$ cat src/rtl/led_pattern_gen.sv
// led_pattern_gen: four-mode LED pattern generator with debounced keys and speed/direction switches
// Ports: fpga_clk_50 clock; fpga_rst synchronous active-high reset; usr_key_i[2:0] low-active keys
// (0 next mode, 1 pause/resume, 2 brightness step); usr_sw_i[1:0] speed, usr_sw_i[2] direction;
// usr_led_o LED drive; mode_o current mode; tick_o one-cycle pulse per pattern step.
// Define LED_PWM_DIM_EN to build the key2 brightness PWM; without it key2 is ignored.
module led_pattern_gen #(
  parameter int N_LED = 8,
  parameter int STEP_CYC = 50_000_000,
  parameter int DB_CYC = 1_000_000
) (
  input  logic             fpga_clk_50,
  input  logic             fpga_rst,
  input  logic [2:0]       usr_key_i,
  input  logic [2:0]       usr_sw_i,
  output logic [N_LED-1:0] usr_led_o,
  output logic [1:0]       mode_o,
  output logic             tick_o
);
  localparam int CW = $clog2(STEP_CYC);
  localparam int DW = $clog2(DB_CYC + 1);
  typedef enum logic [1:0] {ALT, RUN, BOUNCE, COUNT} mode_t;
  function automatic logic [N_LED-1:0] alt_init();
    logic [N_LED-1:0] v;
    for (int i = 0; i < N_LED; i++) v[i] = (i % 2 == 0);
    return v;
  endfunction
  localparam logic [N_LED-1:0] ALT_INIT = alt_init();
  localparam logic [N_LED-1:0] ONE_HOT0 = {{(N_LED-1){1'b0}}, 1'b1};
  logic [2:0] key_s1, key_s2, sw_s1, sw_s2, key_evt;
  logic [N_LED-1:0] led_gate, pat, pat_nx, pat_init, bnc;
  logic [CW-1:0] step_cnt;
  logic [31:0] period_m1;
  logic paused, dir, dir_nx, tick;
  mode_t mode, mode_nx;
  always_ff @(posedge fpga_clk_50) begin
    if (fpga_rst) begin
      key_s1 <= 3'b111;
      key_s2 <= 3'b111;
      sw_s1 <= 3'b000;
      sw_s2 <= 3'b000;
    end else begin
      key_s1 <= usr_key_i;
      key_s2 <= key_s1;
      sw_s1 <= usr_sw_i;
      sw_s2 <= sw_s1;
    end
  end
  for (genvar k = 0; k < 3; k++) begin : g_db
    logic [DW-1:0] db_cnt;
    logic dn, evt, hit;
    assign hit = ~key_s2[k] & ~dn & (db_cnt == DW'(DB_CYC - 1));
    always_ff @(posedge fpga_clk_50) begin
      if (fpga_rst) begin
        db_cnt <= '0;
        dn <= 1'b0;
        evt <= 1'b0;
      end else begin
        evt <= hit;
        dn <= ~key_s2[k] & (dn | hit);
        db_cnt <= (key_s2[k] | dn | hit) ? '0 : db_cnt + 1'b1;
      end
    end
    assign key_evt[k] = evt;
  end
  assign period_m1 = 32'(STEP_CYC >> sw_s2[1:0]) - 32'd1;
  assign tick = ~paused & (32'(step_cnt) >= period_m1);
  assign mode_nx = mode_t'(mode + 2'd1);
  assign pat_init = mode_nx == ALT ? ALT_INIT : mode_nx == COUNT ? '0 : ONE_HOT0;
  assign bnc = dir ? pat >> 1 : pat << 1;
  assign pat_nx = mode == ALT    ? ~pat :
                  mode == RUN    ? (sw_s2[2] ? {pat[0], pat[N_LED-1:1]} : {pat[N_LED-2:0], pat[N_LED-1]}) :
                  mode == BOUNCE ? bnc :
                                   (sw_s2[2] ? pat - 1'b1 : pat + 1'b1);
  assign dir_nx = mode != BOUNCE ? dir : bnc[N_LED-1] ? 1'b1 : bnc[0] ? 1'b0 : dir;
  always_ff @(posedge fpga_clk_50) begin
    if (fpga_rst) begin
      mode <= ALT;
      pat <= ALT_INIT;
      step_cnt <= '0;
      paused <= 1'b0;
      dir <= 1'b0;
      tick_o <= 1'b0;
      mode_o <= 2'd0;
      usr_led_o <= '0;
    end else begin
      paused <= paused ^ key_evt[1];
      tick_o <= tick & ~key_evt[0];
      mode_o <= mode;
      usr_led_o <= pat & led_gate;
      if (key_evt[0]) begin
        mode <= mode_nx;
        pat <= pat_init;
        step_cnt <= '0;
        dir <= 1'b0;
      end else if (tick) begin
        pat <= pat_nx;
        dir <= dir_nx;
        step_cnt <= '0;
      end else if (!paused) begin
        step_cnt <= step_cnt + 1'b1;
      end
    end
  end
`ifdef LED_PWM_DIM_EN
  logic [2:0] bright, pwm_cnt;
  always_ff @(posedge fpga_clk_50) begin
    if (fpga_rst) begin
      bright <= 3'd7;
      pwm_cnt <= 3'd0;
    end else begin
      pwm_cnt <= pwm_cnt + 1'b1;
      if (key_evt[2]) bright <= bright + 1'b1;
    end
  end
  assign led_gate = {N_LED{pwm_cnt <= bright}};
`else
  logic unused_key2;
  assign unused_key2 = key_evt[2];
  assign led_gate = '1;
`endif
endmodule

$ cat config.mk
export PLATFORM = sky130hd
export DESIGN_NAME = led_pattern_gen
export DESIGN_NICKNAME = d
export VERILOG_FILES = /design/src/rtl/led_pattern_gen.sv
export SDC_FILE = /design/constraint.sdc
export NUM_CORES = 1
export LEC_CHECK = 0
export CAP_MARGIN = 40
export CORE_ASPECT_RATIO = 1.1
export CORE_MARGIN = 3
export CORE_UTILIZATION = 23
export DETAILED_ROUTE_END_ITERATION = 12
export PLACE_DENSITY = 0.4
export SETUP_SLACK_MARGIN = 0.05
export SLEW_MARGIN = 20
export SYNTH_ARGS = -nofsm -noshare
export SYNTH_HDL_FRONTEND = slang
export SYNTH_SLANG_ARGS = --single-unit
$ cat constraint.sdc
create_clock -name fpga_clk_50 -period 3.3 [get_ports fpga_clk_50]
set_input_delay 0.825 -clock fpga_clk_50 [delete_from_list [all_inputs] [get_ports fpga_clk_50]]
set_output_delay 0.825 -clock fpga_clk_50 [all_outputs]
set_load 0.03 [all_outputs]
---- After elaboration in Yosys (flattened, before gate mapping) ----
Index checks and enable logic that the tools add are counted.
cells by class
  add/subtract/negate cells ............... 7
  order comparisons ....................... 1
  equal/unequal tests ..................... 6
  shift operators ......................... 1
  mux-type cells .......................... 12
  bitwise gates (word level) .............. 23
  reductions and logical operators ........ 9
operators by type and width
  kind                                                                   count
  8-bit two-way mux                                                      8
  20-bit by 1-bit adder with 20-bit output (second input constant)       2
  20-bit == test (second input constant)                                 2
  26-bit by 32-bit greater-or-equal comparator with 1-bit output         1
  26-bit by 2-bit >> shifter with 32-bit output (first input constant)   1
  32-bit by 1-bit subtractor with 32-bit output (second input constant)  1
  26-bit by 1-bit adder with 26-bit output (second input constant)       1
  8-bit by 1-bit adder with 8-bit output (second input constant)         1
  1-bit AND                                                              8
  8-bit NOT                                                              1
  8-bit by 1-bit subtractor with 8-bit output (second input constant)    1
  7-bit two-way mux                                                      1
  1-bit NOT                                                              7
  1-bit OR                                                               6
  2-bit OR reduction                                                     3
  2-bit == test (second input constant)                                  2
  2-bit zero test                                                        2
  2-bit nonzero test                                                     2
  1-bit two-way mux                                                      3
  3-bit AND reduction                                                    1
  3-bit OR reduction                                                     1
  2-bit by 1-bit adder with 2-bit output (second input constant)         1
  2-bit by 1-bit == test with 1-bit output (second input constant)       1
  2-bit inequality test (second input constant)                          1
  1-bit XOR                                                              1
storage, ports and cells
  bits in registers ....................... 103
  input bits .............................. 8
  output and inout port bits .............. 11

---- Longest topological paths before layout ----
  depth in word-level cells ............... 7
  mapped depth ............................ 14

---- Worst setup path after synthesis ----
Ideal clock, no wire load.
  path kind ............................... register to register
  from .................................... reg sw_s2[0]
  to ...................................... reg step_cnt[1]
  library setup time ...................... 0.063 ns
  arrival time ............................ 2.632 ns
  data required time ...................... 3.237 ns
  setup slack ............................. 0.605 ns
  cell stages (with the launch flop) ...... 15
  cells stage by stage .................... dfxtp_1 inv_1 nor2_1 inv_1 ha_1 and3_4 a221o_1 a31oi_1 o211ai_1 a22o_1 buf_6 or2_1 buf_6 buf_12 nor2_4
between the ends
  cells in the longest elaborated chain, start to end .. 5
RTL lines
  what                                                            RTL line  source
  start: declaration                                              29        logic [2:0] key_s1, key_s2, sw_s1, sw_s2, key_evt;
  start signal: assignment                                        45        sw_s2 <= sw_s1;
  26-bit by 2-bit >> shifter with 32-bit output                   65        assign period_m1 = 32'(STEP_CYC >> sw_s2[1:0]) - 32'd1;
  32-bit by 1-bit subtractor with 32-bit output                   65
  26-bit by 32-bit greater-or-equal comparator with 1-bit output  66        assign tick = ~paused & (32'(step_cnt) >= period_m1);
  1-bit AND                                                       66
  3-bit OR reduction (no line)                                    --
  end signal: assignment                                          100       step_cnt <= step_cnt + 1'b1;
  end: declaration                                                31        logic [CW-1:0] step_cnt;
Every way passes these cells.
A chain may end at the register's enable or synchronous reset.

---- Worst setup path after layout ----
  from .................................... reg sw_s2[1]
  to ...................................... reg step_cnt[12]
Same word-level chain as after synthesis.

==> results <==
- The run finished with clean final reports.
- Counting flops with an async set or reset pin after synthesis yields a share of 0.
- The signal on the critical path passes through nor2_1 -> inv_1 -> ha_1 -> ha_1 -> nand4_1 -> o21ai_0 -> a31oi_1 -> o211ai_1 -> a22o_1 -> or2_1 -> buf_4 -> nor2_1.
- Summed over all cells, the static leakage comes to approximately 0.0022 uW.
- The final max-slew violation count is 0.
- The worst vdd rail ir drop is 0.226 mV.
- The worst setup path is launched from a flop.
- For this run, the total global-route usage over all layers was measured as 0.0929.
- The total number of clock tree sinks is 103.
- Together, buffers and inverters on the worst path number 2.
- Subtracting the final worst setup slack from the clock period gives 2.94 ns.
- The commonest cells after synthesis are 103 x sky130_fd_sc_hd__dfxtp_1, 83 x sky130_fd_sc_hd__nor2_1, 40 x sky130_fd_sc_hd__xor2_1, 34 x sky130_fd_sc_hd__ha_1, 29 x sky130_fd_sc_hd__nand3_1.
- Of all nets on the critical path, the largest fanout is 26.
- The accumulated negative setup slack is 0 ns.
- In the detailed route, the total length drawn on met3 is 285 microns.
- The first global-routing pass estimated approximately 19000 microns of wire.
- The cell count along the critical path is 12.
- The count of endpoints failing hold in the final timing report is 0.
- Of the total power, the share spent switching nets is 0.224.
- For the worst setup path, the data arrival time is around 3.2 ns.
- After clock tree synthesis, the flow added hold-fix buffers numbering 0.
- The count of H-tree levels built during CTS is 3.
- The path with the worst hold slack has its endpoint at key_s2[1]$_SDFF_PP1_.
- In the final layout, the share of cells above drive strength 1 is 0.0773.
- The share of total power dissipated in combinational logic is 0.044.
- In this run the clock root is driven by a sky130_fd_sc_hd__clkbuf_16.
- The number of search-and-repair iterations in the first detailed-routing pass is 6.
- After detailed routing, the average wire length per cell comes to approximately 12 microns.
- The amount of wire on met2 after detailed routing is 4860 microns.
- The post-synthesis cell count is 580.
- Gates resized during post-CTS repair numbered 0.
- The min-delay analysis places its worst path in the category flop to flop.
- Post-CTS timing repair inserted 0 buffers for setup.
- The initial antenna violation count is 0.
- The kind of cell adding the most delay to the critical path is compound AO/OA/AOI/OAI gates.
- Data on the critical path is required at its endpoint by 3.52 ns.
- The worst setup path is of the flop to flop kind.
- Yosys mapped a number of flops with a built-in enable equal to 0.
- For the worst-skew pair, the clock arrives at the later sink with an insertion delay of about 0.35 ns.
- Entering global routing, the biggest net connects 27 pins.
- The highest layer used for signal routing is met4.
- The number of ports placed on the die boundary is 19.
- The layout-stage area growth over the synthesis result is 14.8%.
- For this run, the share of the core covered by cells in the final layout is 0.271.
- In this run the standard cell core region covers 22300 sq um.
- The sequential fraction of design power is 0.499.
- Dividing the synthesized area by the synthesized cell count gives approximately 9 sq um.
- The post-route cell area is between 6000 and 7000 sq um.
- Row generation in the floorplan step produced 57 rows.
- The starting density of the core is 0.236.
- The TritonCTS buffer count is 9.
- The worst clock skew is 0.00704 ns.
- The setup violation total in the final timing report is 0.
- The slowest stage of the critical path belongs to the cell sky130_fd_sc_hd__a22o_1.
- The met1 wire length is approximately 5400 microns.
- The net count after synthesis is 623.
- The cell with the most instances after synthesis is sky130_fd_sc_hd__dfxtp_1.
- The startpoint of the worst register-to-register path is sw_s2[1]$_SDFF_PP0_.
- The ratio of final minimum period to clock period is 0.890.
- The number of buffers between clock root and the deepest sink is 2.
- The design internal power is 1970 uW.
- The relative max-transition margin is 0.543.
- The number of vias in the routed layout is between 3000 and 4000.
- The critical hold path startpoint is key_s1[1]$_SDFF_PP1_.
- The power per standard cell area is 421 nW/um^2.
- The most used flip-flop cell after synthesis is sky130_fd_sc_hd__dfxtp_1.
- The max-cap violation count is 0.
- The overall die width is 150 microns.
- The endpoint of the worst-slack reg-to-reg timing path is step_cnt[12]$_SDFFE_PP0N_.
- For the pin with the worst max-slew slack, the measured transition is roughly 0.68 ns.
- The cell type contributing the most total cell area after synthesis is sky130_fd_sc_hd__dfxtp_1.
- The total power of the final layout is around 2500 uW.
- The routed wire length is 10700 microns.
- The area after detailed placement is ~5700 sq um.
- The per-cell via count in the routed design is 4.32.
- The detail route stage leaves a number of antenna-violating nets equal to 0.
- The die is about 160 microns tall.
- The maximum operating frequency is 340 MHz.
- After clock tree synthesis, the clock-pin slew on the worst setup and hold paths is 0.07 ns.
- The layout net count is 634.
- The stage delay of the slowest cell on the critical path is 0.41 ns.
- Summed over all nets, the half-perimeter wirelength after detailed placement is 7630 microns.
- The slack of the worst reg-to-reg path is 0.36 ns.
- The number of distinct standard cells referenced by the synthesized netlist is 61.
- The area of the mapped netlist is 5240 sq um.
- The first routing iteration left 118 violations.
- The CTS tree is done.
- The analysis attributes to net switching a power of approximately 570 uW.
- The leftover overflow at the end of global routing is 0.
- Counting instances, the worst hold path has a depth of 1.
- OpenSTA, run right after detailed placement, puts the worst setup slack at 0.280 ns.
- Routability-driven placement finished with a final weighted congestion of slightly below 0.8.
- The number of port buffers is 17.
- In the post-synthesis netlist, the biggest area contributors are sky130_fd_sc_hd__dfxtp_1 39%, sky130_fd_sc_hd__ha_1 8.1%, sky130_fd_sc_hd__xor2_1 6.7%.
- For this run, design rule violations remaining after detail routing come to 0.
- Of the total power, the clock network draws 0.458.
- Yosys printed 0 warnings.
- Counting flops and latches in the post-synthesis netlist gives 103.
- Setup repair after global routing left no endpoint under its margin.
- STA classifies the critical path endpoint as a flop.
- For the worst flop-to-flop path, the logic depth is 12.
- The share of the Yosys chip area taken by registers is 0.393.
- The number of inserted diodes is 0.
- Setup slack on the critical path of the routed design comes to between 0.3 and 0.4 ns.
- The top cell type's share of synthesized area is 0.393.
- The number of global-route vias before repair is 3854.
- The die covers between 20000 and 25000 sq um.
cell families after synthesis:
family,after synthesis,synth area share
buf+inv,45,0.0403
xor+xnor,68,0.114
flops,103,0.393
mux,13,0.0253
fa+ha+maj,37,0.0890
simple gates,239,0.243
compound gates,73,0.0938
other cells,2,0.00143
area by class of cell:
cell class              instances  area [sq um]
flip-flops and latches        103          2060
fillers                      2421         16200
clock inverters                 6          95.1
clock buffers                   9           225
multi-input cells             432          2970
well taps                     295           369
repair buffers                 23           215
inverters                      22          82.6
registers in the layout, indices dropped and copies added (netlist names):
signal,flops
sw_s1,3
dir,1
step_cnt,26
key_s1,2
tick_o,1
g_db.evt,2
pat,8
mode_o,2
g_db.dn,2
usr_led_o,8
key_s2,2
paused,1
sw_s2,3
g_db.db_cnt,40
mode,2
worst reg2reg max path, stage by stage, from the launching register on:
cell	delay, ns
sky130_fd_sc_hd__dfxtp_1	0.36
sky130_fd_sc_hd__nor2_1	0.20
sky130_fd_sc_hd__inv_1	0.08
sky130_fd_sc_hd__ha_1	0.27
sky130_fd_sc_hd__ha_1	0.31
sky130_fd_sc_hd__nand4_1	0.09
sky130_fd_sc_hd__o21ai_0	0.16
sky130_fd_sc_hd__a31oi_1	0.07
sky130_fd_sc_hd__o211ai_1	0.21
sky130_fd_sc_hd__a22o_1	0.41
sky130_fd_sc_hd__or2_1	0.16
sky130_fd_sc_hd__buf_4	0.40
sky130_fd_sc_hd__nor2_1	0.11
through the flow:
step | instances | hold slack [ns]
after global placement | 875 | 0.395
final | 890 | 0.410
after global routing | 890 | 0.430
after floorplan | 580 | 0.389
after CTS | 890 | 0.411
after detailed placement | 875 | 0.393
routing by layer:
layer  up-vias  global-route usage
met5         -                   0
met4         0              0.0349
met3        14              0.0190
met2        37               0.151
met1      1772               0.122
li1       2026                   -
how the worst max path moves through the flow:
stage | start | end | slack [ns]
floorplan | sw_s2[0]$_SDFF_PP0_ | step_cnt[1]$_SDFFE_PP0N_ | 0.61
global placement | sw_s2[0]$_SDFF_PP0_ | step_cnt[11]$_SDFFE_PP0N_ | 0.32
detailed placement | sw_s2[0]$_SDFF_PP0_ | step_cnt[15]$_SDFFE_PP0N_ | 0.28
CTS | sw_s2[0]$_SDFF_PP0_ | step_cnt[15]$_SDFFE_PP0N_ | 0.27
global route | sw_s2[1]$_SDFF_PP0_ | step_cnt[11]$_SDFFE_PP0N_ | 0.11
finish | sw_s2[1]$_SDFF_PP0_ | step_cnt[12]$_SDFFE_PP0N_ | 0.36
power groups by stage:
| stage | sequential, uW | clock (uW) | combinational, uW |
|---|---|---|---|
| floorplan | 1300 | 0 | 80.8 |
| detailed placement | 1290 | 0 | 112 |
| global route | 1270 | 1270 | 124 |
| global placement | 1290 | 0 | 110 |
| CTS | 1260 | 1220 | 113 |
| finish | 1260 | 1160 | 110 |
placed cells by master (no fill, tap or decap), types with 3 or more instances in the layout:
| cell type | count |
|---|---|
| sky130_fd_sc_hd__mux2i_1 | 11 |
| sky130_fd_sc_hd__clkbuf_16 | 9 |
| sky130_fd_sc_hd__nand2_1 | 27 |
| sky130_fd_sc_hd__nand4_1 | 11 |
| sky130_fd_sc_hd__buf_4 | 6 |
| sky130_fd_sc_hd__xnor2_1 | 28 |
| sky130_fd_sc_hd__nand2b_1 | 4 |
| sky130_fd_sc_hd__a31oi_1 | 4 |
| sky130_fd_sc_hd__a211oi_1 | 6 |
| sky130_fd_sc_hd__inv_1 | 22 |
| sky130_fd_sc_hd__nor3_1 | 9 |
| sky130_fd_sc_hd__a21o_1 | 6 |
| sky130_fd_sc_hd__or2_2 | 6 |
| sky130_fd_sc_hd__nand3_1 | 29 |
| sky130_fd_sc_hd__or3_1 | 4 |
| sky130_fd_sc_hd__clkdlybuf4s50_1 | 17 |
| sky130_fd_sc_hd__nor4_1 | 4 |
| sky130_fd_sc_hd__nor2_1 | 83 |
| sky130_fd_sc_hd__and4_1 | 6 |
| sky130_fd_sc_hd__nor2_4 | 10 |
| sky130_fd_sc_hd__a22o_1 | 3 |
| sky130_fd_sc_hd__a21oi_1 | 19 |
| sky130_fd_sc_hd__o21ai_0 | 10 |
| sky130_fd_sc_hd__o211ai_1 | 3 |
| sky130_fd_sc_hd__dfxtp_1 | 102 |
| sky130_fd_sc_hd__and3_1 | 13 |
| sky130_fd_sc_hd__nor2b_1 | 18 |
| sky130_fd_sc_hd__xor2_1 | 40 |
| sky130_fd_sc_hd__nor4b_1 | 5 |
| sky130_fd_sc_hd__ha_1 | 34 |
(Power assumes the default switching activity.)
